$ cat src/rtl/bin2bcd_pkg.sv
// Shared types and constants for the sequential binary-to-BCD converter.
package bin2bcd_pkg;

  typedef enum logic [1:0] {
    IDLE,
    SHIFT,
    DONE
  } state_t;

  localparam int BCD_W = 4;
  localparam logic [BCD_W-1:0] BCD_NINE = 4'd9;

endpackage

$ cat src/rtl/bcd_digit_adj.sv
// Double-dabble correction for one BCD digit: add 3 when the digit is 5 or more,
// so the following left shift carries correctly into the next decimal place.
module bcd_digit_adj
  import bin2bcd_pkg::*;
(
  input  logic [BCD_W-1:0] digit,
  output logic [BCD_W-1:0] adjusted
);

  always_comb begin
    adjusted = (digit >= BCD_W'(5)) ? digit + BCD_W'(3) : digit;
  end

endmodule

$ cat src/rtl/bin2bcd_seq.sv
// Sequential shift-add-3 binary-to-BCD converter, one input bit per clock,
// with leading-zero blanking flags and saturating overflow for the display bank.
module bin2bcd_seq
  import bin2bcd_pkg::*;
#(
  parameter int BIN_W  = 8,
  parameter int DIGITS = 3
) (
  input  logic                      clk,
  input  logic                      rst_n,
  input  logic                      start,
  input  logic [BIN_W-1:0]          bin,
  output logic                      busy,
  output logic                      done,
  output logic [BCD_W*DIGITS-1:0]   bcd,
  output logic [DIGITS-1:0]         blank,
  output logic                      ovf
);

  localparam int CNT_W = $clog2(BIN_W + 1);
  localparam int SCR_W = BCD_W * DIGITS;
  localparam logic [DIGITS-1:0] BLANK_RST = ~DIGITS'(1);

  state_t            state;
  logic [CNT_W-1:0]  cnt;
  logic [BIN_W-1:0]  sreg;
  logic [SCR_W-1:0]  scratch;
  logic [SCR_W-1:0]  scratch_adj;
  logic              ovf_acc;
  logic [DIGITS-1:0] blank_calc;
  logic              upper_zero;

  for (genvar g = 0; g < DIGITS; g++) begin : g_adj
    bcd_digit_adj u_adj (
      .digit    (scratch[g*BCD_W +: BCD_W]),
      .adjusted (scratch_adj[g*BCD_W +: BCD_W])
    );
  end

  // A digit is blank only if it and every digit above it are zero; the ones digit always shows.
  always_comb begin
    blank_calc = '0;
    upper_zero = 1'b1;
    for (int i = DIGITS - 1; i >= 1; i--) begin
      upper_zero    = upper_zero && (scratch[i*BCD_W +: BCD_W] == '0);
      blank_calc[i] = upper_zero;
    end
  end

  always_ff @(posedge clk) begin
    if (!rst_n) begin
      state   <= IDLE;
      busy    <= 1'b0;
      done    <= 1'b0;
      bcd     <= '0;
      blank   <= BLANK_RST;
      ovf     <= 1'b0;
      cnt     <= '0;
      sreg    <= '0;
      scratch <= '0;
      ovf_acc <= 1'b0;
    end else begin
      done <= 1'b0;
      case (state)
        IDLE: begin
          if (start) begin
            sreg    <= bin;
            scratch <= '0;
            ovf_acc <= 1'b0;
            cnt     <= CNT_W'(BIN_W);
            busy    <= 1'b1;
            state   <= SHIFT;
          end
        end
        SHIFT: begin
          // Any 1 pushed out of the top digit means the value needs more digits than we have.
          {scratch, sreg} <= {scratch_adj[SCR_W-2:0], sreg, 1'b0};
          ovf_acc         <= ovf_acc | scratch_adj[SCR_W-1];
          cnt             <= cnt - 1'b1;
          if (cnt == CNT_W'(1)) begin
            busy  <= 1'b0;
            state <= DONE;
          end
        end
        DONE: begin
          bcd   <= ovf_acc ? {DIGITS{BCD_NINE}} : scratch;
          blank <= ovf_acc ? '0 : blank_calc;
          ovf   <= ovf_acc;
          done  <= 1'b1;
          state <= IDLE;
        end
        default: state <= IDLE;
      endcase
    end
  end

endmodule
$ cat config.mk
export PLATFORM = sky130hd
export DESIGN_NAME = bin2bcd_seq
export DESIGN_NICKNAME = d
export VERILOG_FILES = /design/src/rtl/bin2bcd_pkg.sv /design/src/rtl/bcd_digit_adj.sv /design/src/rtl/bin2bcd_seq.sv
export SDC_FILE = /design/constraint.sdc
export NUM_CORES = 1
export LEC_CHECK = 0
export ABC_AREA = 0
export BUFFER_PORTS_ARGS = -buffer_cell sky130_fd_sc_hd__buf_2
export CAP_MARGIN = 20
export CORE_MARGIN = 4
export CORE_UTILIZATION = 41
export CTS_CLUSTER_SIZE = 24
export DETAILED_ROUTE_END_ITERATION = 7
export RECOVER_POWER = 25
export SETUP_SLACK_MARGIN = 0.3
export SYNTH_ARGS = -nofsm -noshare
export SYNTH_HDL_FRONTEND = slang
export SYNTH_SLANG_ARGS = --single-unit
$ cat constraint.sdc
create_clock -name clk -period 1.4 [get_ports clk]
set_input_delay 0.07 -clock clk [delete_from_list [all_inputs] [get_ports clk]]
set_output_delay 0.07 -clock clk [all_outputs]
set_load 0.02 [all_outputs]
==> results of run 1 <==
==> state kept, by name, summed over array words and instances (netlist names) <==
signal and count:
blank 2, done 1, bcd 12, ovf_acc 1, state 2, ovf 1, sreg 8, scratch 12
cnt 4, busy 1
==> cell families after synthesis <==
kind of cell / Yosys count
compound gates: 64
xor+xnor: 5
fa+ha+maj: 10
buf+inv: 24
flops: 44
mux: 4
other cells: 1
simple gates: 85
==> repair_timing <==
item | 4_1_cts | 5_1_grt
cloned | 3 | 0
setup buffers | 20 | 11
resized for setup | 60 | 67
pin swaps | 24 | 38
endpoints found under the setup margin | 38 | 42
==> area by class of cell <==
| type | instances | area [um^2] | area share |
|---|---|---|---|
| Multi-Input combinational cell | 170 | 1490 | 0.467 |
| Sequential cell | 44 | 917 | 0.287 |
| Timing Repair Buffer | 71 | 531 | 0.166 |
| Tap cell | 67 | 83.8 | 0.0263 |
| Clock buffer | 6 | 82.6 | 0.0259 |
| Inverter | 9 | 48.8 | 0.0153 |
| Clock inverter | 2 | 38.8 | 0.0121 |
==> final timing paths <==
check              from     endpoint  slack, ns  cells past startpoint
max          scratch[8]  scratch[10]       0.01                      6
min              bin[0]      sreg[0]       0.02                      3
max reg2reg  scratch[8]  scratch[10]       0.01                      6
min reg2reg      bcd[2]       bcd[2]       0.45                      2
==> routing by layer <==
layer | vias to the layer above | global-route usage | share of wire
li1 | 950 | - | -
met1 | 937 | 0.242 | 0.46
met2 | 38 | 0.289 | 0.48
met3 | 13 | 0.0442 | 0.039
met4 | 0 | 0.0687 | 0.022
met5 | - | 0 | 0
==> per-stage QoR <==
step / util / instance area (um^2) / setup TNS [ns] / std cells
after floorplan: - / 2200 / 0 / 237
after global placement: 0.503 / 2420 / 0 / 327
after detailed placement: 0.503 / 2420 / 0 / 327
after CTS: 0.606 / 2920 / 0 / 358
after global routing: 0.663 / 3190 / -0.0295 / 369
final: 0.663 / 3190 / 0 / 369
==> worst min-delay path: cells and delay by family <==
family / cells / cell delay (ns)
and+or+nand+nor: 1 / 0.09
buffers and inverters: 1 / 0.08
AOI/OAI and AO/OA: 1 / 0.05
==> layout by cell type, fill, tap and decap left out, drive strengths merged, types with 2 or more instances in the layout <==
master / n
o221a: 7
nor3: 5
mux2: 4
inv: 9
or3: 3
nor2: 14
o21ai: 19
nand2: 30
clkbuf: 21
xor2: 2
buf: 56
dfxtp: 44
and2: 3
nand3b: 3
nor2b: 11
nand2b: 5
nand3: 4
nor3b: 5
o21bai: 2
a21boi: 15
xnor2: 3
ha: 10
a21oi: 13
a22oi: 2
==> power by group through the flow <==
| stage | logic, mW | clock network [mW] | registers [mW] |
|---|---|---|---|
| 2_1_floorplan | 0.250 | 0 | 1.39 |
| 3_3_place_gp | 0.361 | 0 | 1.39 |
| 3_5_place_dp | 0.359 | 0 | 1.39 |
| 4_1_cts | 0.481 | 1.06 | 1.35 |
| 5_1_grt | 0.662 | 1.12 | 1.36 |
| 6_report | 0.614 | 1.05 | 1.35 |
==> metrics.txt, run 1 <==
clk root buf clkbuf_8; Reg clk slew, reported paths 0.09 ns; Die Area between 6000 and 7000 um^2; WL final 5.89 mm; fmax 722 MHz; Max-Cap Viols 0; Top-Level Pins 29; ys async rst share 0; Worst Path Buf+Inv 1; worst-path cell chain inv_4, ha_4, nand2b_4, a21oi_4, mux2_4, o21ai_1; Final WS setup 0.0140 ns; synthesis-stage register bit count 44; most frequent cell after synthesis dfxtp_1; Tcrit/Tclk final 0.990; crit path time final 1.39 ns; RSZ-0062 raised after global routing true; simple-gate share of the synthesized area 0.209; Final ANT Viol Nets 0; WL/cell 16.0 um; drt pass-1 iters 4; Sink Count 44; PortBufs 27; Syn Nets ~260; Final Slew Violations 0; Final #Nets 322; Clock Tree Buf Depth 2; post-synth top area cell dfxtp_1; DR vias 1938; critical path class reg2reg; DRC 0; Finish-stage setup viols 0; worst-path maximum fanout 4; aggregate global routing overflow 0; H-Tree Depth 2; Critical Path Source Type flip-flop; status completed; mux cell area share after synthesis 0.0217; share of cells above drive strength 1 0.523; Comb pwr share 0.204; P_leak 1.23 nW; largest net degree at the start of global routing 26; Synth Area in XOR/XNOR 0.0211; starting density of the core 0.430; Post-DP HPWL 3.21 mm; Post-Synthesis Cells 237; Die Wd between 70 and 80 um; Skew-Pair Late Insertion Delay roughly 0.31 ns; Clk network pwr share 0.348; power per cell area 945 nW/um^2; internal power 2.21 mW; hold crit path type in2reg; CTS tree built; Yosys top cell area share 0.425; Final Skew 0.0125 ns; Synth Area in Adders 0.0604; vias in the first global route 1756; main combinational cell family by area after synthesis compound AO/OA/AOI/OAI gates; Worst VDD drop around 540 uV; Total Power 3.02 mW; Yosys cell types 39; Compound-Gate Fraction of Synth Area 0.210; top cells by area, synth dfxtp_1, ha_1, nand2_1, o221a_2, nor2b_1; Synth Warn # 0; row count 25; Synth Flop Type dfxtp_1; Mapped Area 2070 um^2; Post-synth EDFFs 0; first-pass GRT wire length 8.94 mm; cts bufs inserted 5; WP data required 1.64 ns; Area Growth Syn to Fin 54.1%; syn avg cell area 8.74 um^2; final hold slack 0.0215 ns; critical path endpoint category flip-flop; Seq/Total Area, Yosys 0.425; initial DRC count 108; CP max stage delay between 0.3 and 0.4 ns; Hold Violations, Final 0; Die Y 79.1 um; initial antenna violation count 0; cell family with most CP delay flip-flops; fillers 382; Net Sw Frac 0.268; Sequential Power Share 0.449; ANT cells 0; Commonest cells post-synth dfxtp_1, nand2_1, a21oi_1, nor2_1, nor2b_1; core area between 4000 and 5000 um^2; vias per cell 5.25; count of hold-fix buffers inserted at cts 0; Placement Setup Slack between 0.04 and 0.05 ns; NetSw 0.809 mW; CP max stage cell dfxtp_4; overall global routing resource usage 0.183; RD Place Congestion 0.829; Crit path arrival time 1.62 ns
Note: power is estimated with default switching activity, not from simulation.
==> run 2: changes to the inputs <==
--- a/config.mk
+++ b/config.mk
@@ -8,7 +8,7 @@
 export ABC_AREA = 0
 export BUFFER_PORTS_ARGS = -buffer_cell sky130_fd_sc_hd__buf_2
 export CAP_MARGIN = 20
-export CORE_MARGIN = 4
+export CORE_MARGIN = 10
 export CORE_UTILIZATION = 41
 export CTS_CLUSTER_SIZE = 24
 export DETAILED_ROUTE_END_ITERATION = 7
==> run 2 against run 1 <==
  * Via count decreased by 1.5%
  * Routed wire length hardly changed
  * Critical path depth stayed put
  * Sequential share of layout area down 0.82 points
  * Clock-buffer cell count unchanged
  * Clock power fell by 20%
  * Sequential cell count unchanged
  * Combinational power is 0.7% higher
  * Final cell count is 1.1% higher
  * Global-route usage shrank 4.4 points
  * Final area increased by 2.0%
  * Critical endpoint is now scratch[6]
  * Largest cell class unchanged
  * Largest power group unchanged
  * Highest routed layer unchanged
==> metrics.txt, run 2 (synthesized netlist as in run 1, its figures left out) <==
Area Growth Syn to Fin 57.1%; overall global routing resource usage 0.139 (-0.0443); Die Y 91.1 um (+15%); worst-path maximum fanout 4 (unchanged); vias in the first global route 1873 (+6.7%); Die Area 8300 um^2 (+33%); CP max stage delay 0.37 ns (about the same); PortBufs 27 (unchanged); worst-path cell chain inv_4, ha_4, nand2b_4, a21oi_4, mux2_4, o21ai_1; Tcrit/Tclk final 0.952 (-0.0383); ANT cells 0 (unchanged); vias per cell 5.12 (-2.6%); Final #Nets 326 (+1.2%); Post-DP HPWL 3.48 mm (+8.4%); Max-Cap Viols 0 (unchanged); Final Slew Violations 0 (unchanged); cts bufs inserted 5 (unchanged); RD Place Congestion 0.792 (-4.5%); Sequential cell area 908 um^2 (-0.96%); clk root buf clkbuf_8; WL/cell 15.8 um (-0.99%); critical path endpoint category flip-flop; fillers 394 (+3.1%); CTS tree built; Reg clk slew, reported paths 0.08 ns (about the same); RSZ-0062 raised after global routing true; first-pass GRT wire length 9.50 mm (+6.3%); initial antenna violation count 0 (unchanged); starting density of the core 0.430 (unchanged); aggregate global routing overflow 0 (unchanged); Crit path arrival time 1.57 ns (-0.05 ns); critical path class reg2reg; Die Wd 91.1 um (+15%); Final Non-Filler Cells 373 (+1.1%); Top-Level Pins 29 (unchanged); initial DRC count 55 (-49%); hold crit path type in2reg; Final ANT Viol Nets 0 (unchanged); Finish-stage setup viols 0 (unchanged); row count 25 (unchanged); H-Tree Depth 2 (unchanged); share of cells above drive strength 1 0.536 (+0.0128); Largest regs bcd (12), scratch (12), sreg (8); Multi-input gate area 1540 um^2 (+3.4%); Critical Path Source Type flip-flop; largest net degree at the start of global routing 16 (-38%); DR vias 1908 (-1.5%); count of hold-fix buffers inserted at cts 0 (unchanged); DRC 0 (unchanged); power per cell area 866 nW/um^2 (-8.3%); P_leak 1.26 nW (+2.2%); crit path time final 1.33 ns (-0.0537 ns); core area 4820 um^2 (unchanged); most common cell after layout, fill and taps aside dfxtp_1; most frequent cells in the layout dfxtp_1, buf_4, nand2_1; placed cell count 327 (unchanged); total negative setup slack 0 ns (unchanged); Hold Violations, Final 0 (unchanged); Worst Path Buf+Inv 1 (unchanged); Skew-Pair Late Insertion Delay 0.30 ns (about the same); WL final 5.90 mm (about the same); Final Skew 0.00634 ns (-0.00617 ns); status completed; cell family with most CP delay flip-flops; Total Power 2.82 mW (-6.5%); Worst VDD drop 416 uV (-23%); CP max stage cell dfxtp_2; fmax 751 MHz (+4.0%); WP data required 1.63 ns (about the same); Sink Count 44 (unchanged); Clock Tree Buf Depth 2 (unchanged); drt pass-1 iters 4 (unchanged)
## run 2: final cells by class
type	count	share of cell area
sequential	44	0.279
tap	67	0.0257
clock inverter	2	0.00307
multi-input combinational	170	0.473
timing repair buffer	75	0.178
inverter	9	0.0150
clock buffer	6	0.0254
## run 2: metrics by stage
stage / utilization / hold WS [ns] / area, um^2 / setup WS [ns]
finish: 0.676 / 0.0244 / 3260 / 0.0677
global placement: 0.505 / 0.335 / 2430 / 0.0837
global route: 0.676 / 0.0349 / 3260 / 0.0285
floorplan: - / 0.241 / 2200 / 0.126
detailed placement: 0.505 / 0.343 / 2430 / 0.0547
CTS: 0.623 / 0.0294 / 3000 / 0.0648
## run 2: path summary, 6_finish.rpt
| kind | from | endpoint | slack (ns) | cells after the start |
|---|---|---|---|---|
| hold / removal | bin[0] | sreg[0] | 0.02 | 3 |
| setup / recovery | scratch[5] | scratch[6] | 0.07 | 6 |
| setup reg to reg | scratch[5] | scratch[6] | 0.07 | 6 |
| hold reg to reg | bcd[1] | bcd[1] | 0.46 | 2 |
## run 2: power breakdown
group / internal [mW] / total [mW] / switching (mW)
combinational: 0.332 / 0.618 / 0.286
clock: 0.394 / 0.836 / 0.442
sequential: 1.31 / 1.37 / 0.0592
total: 2.03 / 2.82 / 0.787
## run 2: timing repair
action                                  in CTS  in global routing
gates cloned                                 3                  1
pin swaps                                   16                 30
resized for setup                           62                 67
endpoints found under the setup margin      40                 41
setup buffers                               26                  8
## run 2: worst reg2reg max path, delay by kind of cell (launching register included)
family                     cells  cell delay, ns
AOI/OAI and AO/OA              2            0.24
adders and majority gates      1            0.15
buffers and inverters          1            0.06
DFF                            1            0.37
muxes                          1            0.31
and+or+nand+nor                1            0.14
## run 2: per-layer routing
layer  GRT usage  vias to the layer above  routed length, um
met5           0                        -                  0
met4      0.0431                        0                 70
met3      0.0420                        6                276
met2       0.208                       36               2730
met1       0.185                      911               2820
li1            -                      955                  -
